[src/rtl/dcm_pkg.sv]
// Shared constants and helpers for the multi-channel clock divider.
// Contents: DEF_PROG_W (default programming width), DIV_W (divider width
// for the default programming width), div_term() (divider terminal value).
package dcm_pkg;

  localparam int unsigned DEF_PROG_W = 3;
  localparam int unsigned DIV_W      = (1 << DEF_PROG_W) - 1;

  // Terminal count of a channel divider running at exponent e: 2^e - 1.
  function automatic int unsigned div_term(input int unsigned e);
    return (32'd1 << e) - 32'd1;
  endfunction

endpackage

[src/rtl/dcm_slow_ch.sv]
// One slow-clock channel: update edge detect, pending request, tick-driven
// divider and glitch-free reprogramming at the falling edge of clk_2.
// Ports:
//   clk, rst      reference clock, async active-low reset
//   tick_i        one-cycle pulse on every fast-clock toggle
//   update_i      update request level (rising edge captures prog_i)
//   prog_i        requested exponent
//   clk_2_o       slow clock, half period = 2^active ticks
//   prog_o        exponent currently generated
//   pend_o        a captured request is waiting to be applied
module dcm_slow_ch
  import dcm_pkg::*;
#(
  parameter int unsigned PROG_W  = DEF_PROG_W,
  parameter int unsigned DIV_W_P = DIV_W
) (
  input  logic              clk,
  input  logic              rst,
  input  logic              tick_i,
  input  logic              update_i,
  input  logic [PROG_W-1:0] prog_i,
  output logic              clk_2_o,
  output logic [PROG_W-1:0] prog_o,
  output logic              pend_o
);

  logic               upd_q,     upd_d;
  logic               pend_q,    pend_d;
  logic [PROG_W-1:0]  pending_q, pending_d;
  logic [PROG_W-1:0]  active_q,  active_d;
  logic [DIV_W_P-1:0] div_q,     div_d;
  logic               clk2_q,    clk2_d;

  logic               rise_c;
  logic [DIV_W_P-1:0] term_c;
  logic               at_term_c;

  // Next-state: divider advance, apply on the 1->0 toggle, then capture.
  always_comb begin
    upd_d     = update_i;
    pend_d    = pend_q;
    pending_d = pending_q;
    active_d  = active_q;
    div_d     = div_q;
    clk2_d    = clk2_q;

    rise_c    = update_i & ~upd_q;
    term_c    = DIV_W_P'(div_term(32'(active_q)));
    at_term_c = (div_q == term_c);

    if (tick_i) begin
      if (at_term_c) begin
        clk2_d = ~clk2_q;
        div_d  = '0;
        // Switching only as the clock falls keeps every half period whole.
        if (clk2_q && pend_q) begin
          active_d = pending_q;
          pend_d   = 1'b0;
        end
      end else begin
        div_d = div_q + DIV_W_P'(1);
      end
    end

    // Capture after apply so a coincident rise becomes the next pending value.
    if (rise_c) begin
      pending_d = prog_i;
      pend_d    = 1'b1;
    end
  end

  // State registers.
  always_ff @(posedge clk or negedge rst) begin
    if (!rst) begin
      upd_q     <= 1'b0;
      pend_q    <= 1'b0;
      pending_q <= '0;
      active_q  <= '0;
      div_q     <= '0;
      clk2_q    <= 1'b0;
    end else begin
      upd_q     <= upd_d;
      pend_q    <= pend_d;
      pending_q <= pending_d;
      active_q  <= active_d;
      div_q     <= div_d;
      clk2_q    <= clk2_d;
    end
  end

  assign clk_2_o = clk2_q;
  assign prog_o  = active_q;
  assign pend_o  = pend_q;

endmodule

[src/rtl/dcm_multi.sv]
// Fast clock generator plus N_CH independently programmable slow clocks,
// all derived from one reference clock and phase-aligned to clk_1.
// Ports:
//   clk       reference clock
//   rst       async active-low reset
//   update    per-channel update request (rising edge significant)
//   prog_in   per-channel requested exponent, channel i at [i*PROG_W +: PROG_W]
//   clk_1     fast clock, period 2*HALF_COUNT clk cycles
//   clk_2     per-channel slow clock, period 2*HALF_COUNT*2^prog clk cycles
//   prog_out  exponent each channel is currently generating
//   pend      per-channel request-pending flag
module dcm_multi
  import dcm_pkg::*;
#(
  parameter int unsigned HALF_COUNT = 5000000,
  parameter int unsigned N_CH       = 2,
  parameter int unsigned PROG_W     = DEF_PROG_W
) (
  input  logic                     clk,
  input  logic                     rst,
  input  logic [N_CH-1:0]          update,
  input  logic [N_CH*PROG_W-1:0]   prog_in,
  output logic                     clk_1,
  output logic [N_CH-1:0]          clk_2,
  output logic [N_CH*PROG_W-1:0]   prog_out,
  output logic [N_CH-1:0]          pend
);

  localparam int unsigned CNT_W    = (HALF_COUNT > 1) ? $clog2(HALF_COUNT) : 1;
  localparam int unsigned CH_DIV_W = (1 << PROG_W) - 1;

  logic [CNT_W-1:0] cnt_q, cnt_d;
  logic             clk1_q, clk1_d;
  logic             tick_c;

  // Fast counter wraps at HALF_COUNT-1; the wrap is the shared tick.
  always_comb begin
    cnt_d  = cnt_q + CNT_W'(1);
    clk1_d = clk1_q;
    tick_c = (cnt_q == CNT_W'(HALF_COUNT - 1));
    if (tick_c) begin
      cnt_d  = '0;
      clk1_d = ~clk1_q;
    end
  end

  // Fast counter and clk_1 registers.
  always_ff @(posedge clk or negedge rst) begin
    if (!rst) begin
      cnt_q  <= '0;
      clk1_q <= 1'b0;
    end else begin
      cnt_q  <= cnt_d;
      clk1_q <= clk1_d;
    end
  end

  assign clk_1 = clk1_q;

  // One divider channel per slow clock; they share only the tick.
  for (genvar i = 0; i < N_CH; i++) begin : g_ch
    dcm_slow_ch #(
      .PROG_W  (PROG_W),
      .DIV_W_P (CH_DIV_W)
    ) u_ch (
      .clk      (clk),
      .rst      (rst),
      .tick_i   (tick_c),
      .update_i (update[i]),
      .prog_i   (prog_in[i*PROG_W +: PROG_W]),
      .clk_2_o  (clk_2[i]),
      .prog_o   (prog_out[i*PROG_W +: PROG_W]),
      .pend_o   (pend[i])
    );
  end

endmodule

[config.mk]
export PLATFORM = sky130hd
export DESIGN_NAME = dcm_multi
export DESIGN_NICKNAME = d
export VERILOG_FILES = /design/src/rtl/dcm_pkg.sv /design/src/rtl/dcm_slow_ch.sv /design/src/rtl/dcm_multi.sv
export SDC_FILE = /design/constraint.sdc
export NUM_CORES = 1
export LEC_CHECK = 0
export ABC_AREA = 1
export ABC_CLOCK_PERIOD_IN_PS = 4200
export BUFFER_PORTS_ARGS = -buffer_cell sky130_fd_sc_hd__buf_2
export CAP_MARGIN = 0
export CELL_PAD_IN_SITES_DETAIL_PLACEMENT = 0
export CELL_PAD_IN_SITES_GLOBAL_PLACEMENT = 2
export CORE_UTILIZATION = 30
export CTS_CLUSTER_DIAMETER = 40
export DETAILED_ROUTE_END_ITERATION = 7
export HOLD_SLACK_MARGIN = 0.02
export PLACE_DENSITY_LB_ADDON = 0.1
export SLEW_MARGIN = 20
export SYNTH_ARGS = -nofsm -noshare
export SYNTH_HDL_FRONTEND = slang
export SYNTH_SLANG_ARGS = --single-unit
export TNS_END_PERCENT = 30
[constraint.sdc]
create_clock -name clk -period 4.2 [get_ports clk]
set_input_delay 0.42 -clock clk [delete_from_list [all_inputs] [get_ports clk]]
set_output_delay 0.42 -clock clk [all_outputs]
set_load 0.03 [all_outputs]
==> results.ini <==
[status]
outcome = completed

[route]
drc_errors = 0
wl_per_cell_um = 13.2
drt-pass1-iter-count = 4
drt-vias-per-instance = 4.61
drt_wl_total_mm = 8.11
antenna_left = 0
vias = 2835
detail_route.iter0.violations = 79

[setup_path]
worst_setup_path_startpoint = cnt_q[0]$_DFF_PN0_
worstPathArrival_ns = 2.36
worst-endpoint-required_ns = 4.39
worst-r2r-cell-count = 8
timing.reg2reg.setup_slack_ns = 2.03
path_class = reg -> reg
regToRegEndpoint = g_ch[0].u_ch.prog_o[0]$_DFFE_PN0P_
nature_of_the_critical_path_endpoint = flip-flop
worst_r2r_startpoint = cnt_q[0]$_DFF_PN0_
timing.critical_path.to = g_ch[0].u_ch.prog_o[0]$_DFFE_PN0P_
critPathMaxFanout = 21
worstSetupStartpointType = flip-flop

[synth]
ys_top_cells_by_area = sky130_fd_sc_hd__dfrtp_1 41%, sky130_fd_sc_hd__nand2_1 15%, sky130_fd_sc_hd__nand3_1 6.5%, sky130_fd_sc_hd__inv_1 6.3%, sky130_fd_sc_hd__xor2_1 4.4%
number_of_storage_elements_in_the_synthesis_netlist = 56
synth_cell_type_count = 30
mappedNetlistArea_um2 = 3400
yosysSeqAreaShare_pct = 41.2
post_synth_most_frequent_cells = 134 x sky130_fd_sc_hd__nand2_1, 57 x sky130_fd_sc_hd__inv_1, 56 x sky130_fd_sc_hd__dfrtp_1
ys.flop_type = sky130_fd_sc_hd__dfrtp_1
post-synth-top-count-cell = sky130_fd_sc_hd__nand2_1
async_reset_ff_share_pct = 100
post-synth-top-area-fraction_pct = 41.2
mappedNetlistNets = 469
post-synth-top-area-cell = sky130_fd_sc_hd__dfrtp_1
avgSynthCellArea_um2 = 7.46
synth_cells = 456
synth_edf_count = 0
yosys_warnings = 0

[clocking]
insertion_delay_to_the_later_sink_of_the_worst_skew_pair_ns = 0.29
clk_transition_reported_paths_ns = 0.07
numClockSinks = 56
clock_tree.buffer_depth = 2
cts_repair_resize_count = 0
clock_buffers_created_by_tritoncts = 5
tritoncts = yes
post_cts_buffers = 0
clock_tree.htree_level_count = 2
cts_hold_repair.buffers = 0
clockRootBuffer = sky130_fd_sc_hd__clkbuf_16

[power]
cellLeakagePower_nw = 1.92
power_per_cell_area_nw_per_um2 = 270
max-vdd-ir-drop_uv = 171

[placed_design]
gp_congestion = 0.844
placement.setup.worst_slack_ns = 2.00
final_hpwl_dp_mm = 6.18
placed_area_um2 = 3610
io_buffer_count = 20
dp_cells = 607

[layout]
drive_above_1_share_pct = 16.2
n_antenna_cell = 0
ff_latch_area_um2 = 1400
final_cells = 615
multi_input_comb_area_um2 = 1680
final_area_um2 = 3760
number_of_filler_instances_in_the_final_layout = 1218
final_nets = 487
final_util_pct = 34.4
areaGrowthSynthToFinish_pct = 10.6

[floorplan]
initial_core_util_pct = 31.1
die-height_um = 109
design.portCount = 21
design.die.area_um2 = 11800
core_region_area_um2 = 10900
num_rows = 38
dieWidth_um = 109

[grt]
grt_antenna_before_repair = 0
grt_usage_pct = 15.3
first_global_vias = 2875
grt_pass1_wl_mm = 13.9
grt_overflow = 0
maximum_number_of_pins_on_one_net_before_global_route_repair = 43

[sta]
max-slew-margin-rel_pct = 63.4
unrepaired_setup_endpoints_after_global_routing = no
timing.final.setup_violations = 0
final_max_slew_viol_count = 0
fmax_mhz = 460
worstMarginPinSlew_ns = 0.549
final.setup_skew_ns = 0.00514
hold_violations = 0
final.setup.worst_slack_ns = 2.03
final_period_minus_worst_setup_slack_ns = 2.17
tns_ns = 0
final_min_period_over_clock_period_pct = 51.8

[hold_path]
worstHoldPathType = in -> async

[flow_run]
cap_violations = 0

==> registers in the layout, indices dropped and copies added, names as in the netlist <==
name	cells
clk_1	1
cnt_q	23
g_ch.u_ch.clk_2_o	2
g_ch.u_ch.div_q	14
g_ch.u_ch.pend_o	2
g_ch.u_ch.pending_q	6
g_ch.u_ch.prog_o	6
g_ch.u_ch.upd_q	2
==> report_power, final <==
part	leakage, nW	internal (W)	switching (W)	total (W)
Combinational	1.11	0.0000108	0.0000154	0.0000262
Clock	0.0701	0.000238	0.000198	0.000436
Sequential	0.740	0.000548	0.00000496	0.000553
Total	1.92	0.000797	0.000218	0.00102
==> cells in the final DEF (no fill, tap or decap), types with 6 or more instances in the layout <==
| cell | Yosys | routed |
|---|---|---|
| sky130_fd_sc_hd__dfrtp_1 | 56 | 56 |
| sky130_fd_sc_hd__nand3_1 | 44 | 44 |
| sky130_fd_sc_hd__inv_2 | 10 | 10 |
| sky130_fd_sc_hd__buf_2 | 2 | 20 |
| sky130_fd_sc_hd__nor2_1 | 39 | 39 |
| sky130_fd_sc_hd__nor3_1 | 7 | 7 |
| sky130_fd_sc_hd__nand4_1 | 16 | 16 |
| sky130_fd_sc_hd__o21ai_1 | 9 | 9 |
| sky130_fd_sc_hd__nand2_1 | 134 | 134 |
| sky130_fd_sc_hd__nor2_2 | 13 | 13 |
| sky130_fd_sc_hd__inv_1 | 57 | 57 |
| sky130_fd_sc_hd__xor2_1 | 17 | 17 |
| sky130_fd_sc_hd__mux2_2 | 6 | 6 |
==> logic make-up after synthesis <==
| kind of cell | count (synthesis) | synth area share [%] |
|---|---|---|
| multiplexers | 6 | 1.99 |
| XOR/XNOR | 22 | 5.66 |
| AND/OR/NAND/NOR | 274 | 37.6 |
| buffers and inverters | 77 | 9.56 |
| AO/OA/AOI/OAI | 18 | 2.94 |
| adder cells (fa/ha/maj) | 3 | 1.10 |
| flip-flops | 56 | 41.2 |
==> metal layers <==
layer / part of all wire (%) / GRT usage, %
met5: 0 / 0
met3: 2.2 / 2.95
met2: 47 / 25.5
met4: 2.3 / 5.50
met1: 48 / 19.5
==> worst min path at each step <==
| stage | from | to | slack, ns |
|---|---|---|---|
| 6_report | rst | g_ch[0].u_ch.prog_o[2]$_DFFE_PN0P_ | 0.02 |
| 5_1_grt | rst | g_ch[0].u_ch.prog_o[2]$_DFFE_PN0P_ | 0.04 |
| 4_1_cts | rst | g_ch[0].u_ch.prog_o[2]$_DFFE_PN0P_ | 0.03 |
| 3_5_place_dp | rst | g_ch[0].u_ch.prog_o[2]$_DFFE_PN0P_ | 0.36 |
| 3_3_place_gp | rst | g_ch[0].u_ch.prog_o[2]$_DFFE_PN0P_ | 0.35 |
| 2_1_floorplan | rst | clk_1$_DFFE_PN0N_ | 0.12 |
==> worst max-delay path, cell delays in order, from the launching register on <==
cell and delay, ns:
sky130_fd_sc_hd__dfrtp_1 0.39, sky130_fd_sc_hd__ha_1 0.22, sky130_fd_sc_hd__nand3_2 0.14, sky130_fd_sc_hd__nor2_2 0.15
sky130_fd_sc_hd__nand3_2 0.34, sky130_fd_sc_hd__inv_2 0.45, sky130_fd_sc_hd__nand4_1 0.21, sky130_fd_sc_hd__nand2_1 0.11
sky130_fd_sc_hd__nand2_1 0.05
==> metrics by stage <==
| step | power, W | hold WS [ns] |
|---|---|---|
| 2_1_floorplan | 0.000572 | 0.124 |
| 3_3_place_gp | 0.000591 | 0.348 |
| 3_5_place_dp | 0.000592 | 0.356 |
| 4_1_cts | 0.00103 | 0.0272 |
| 5_1_grt | 0.00106 | 0.0388 |
| 6_report | 0.00102 | 0.0239 |
==> layout make-up <==
class                           count  area share [%]
Tap cell                          140            4.66
Clock buffer                        7            3.79
Timing Repair Buffer               21            2.86
Clock inverter                      1           0.200
Multi-Input combinational cell    323            44.6
Inverter                           67            6.68
Sequential cell                    56            37.2
Note: power is estimated with default switching activity, not from simulation.
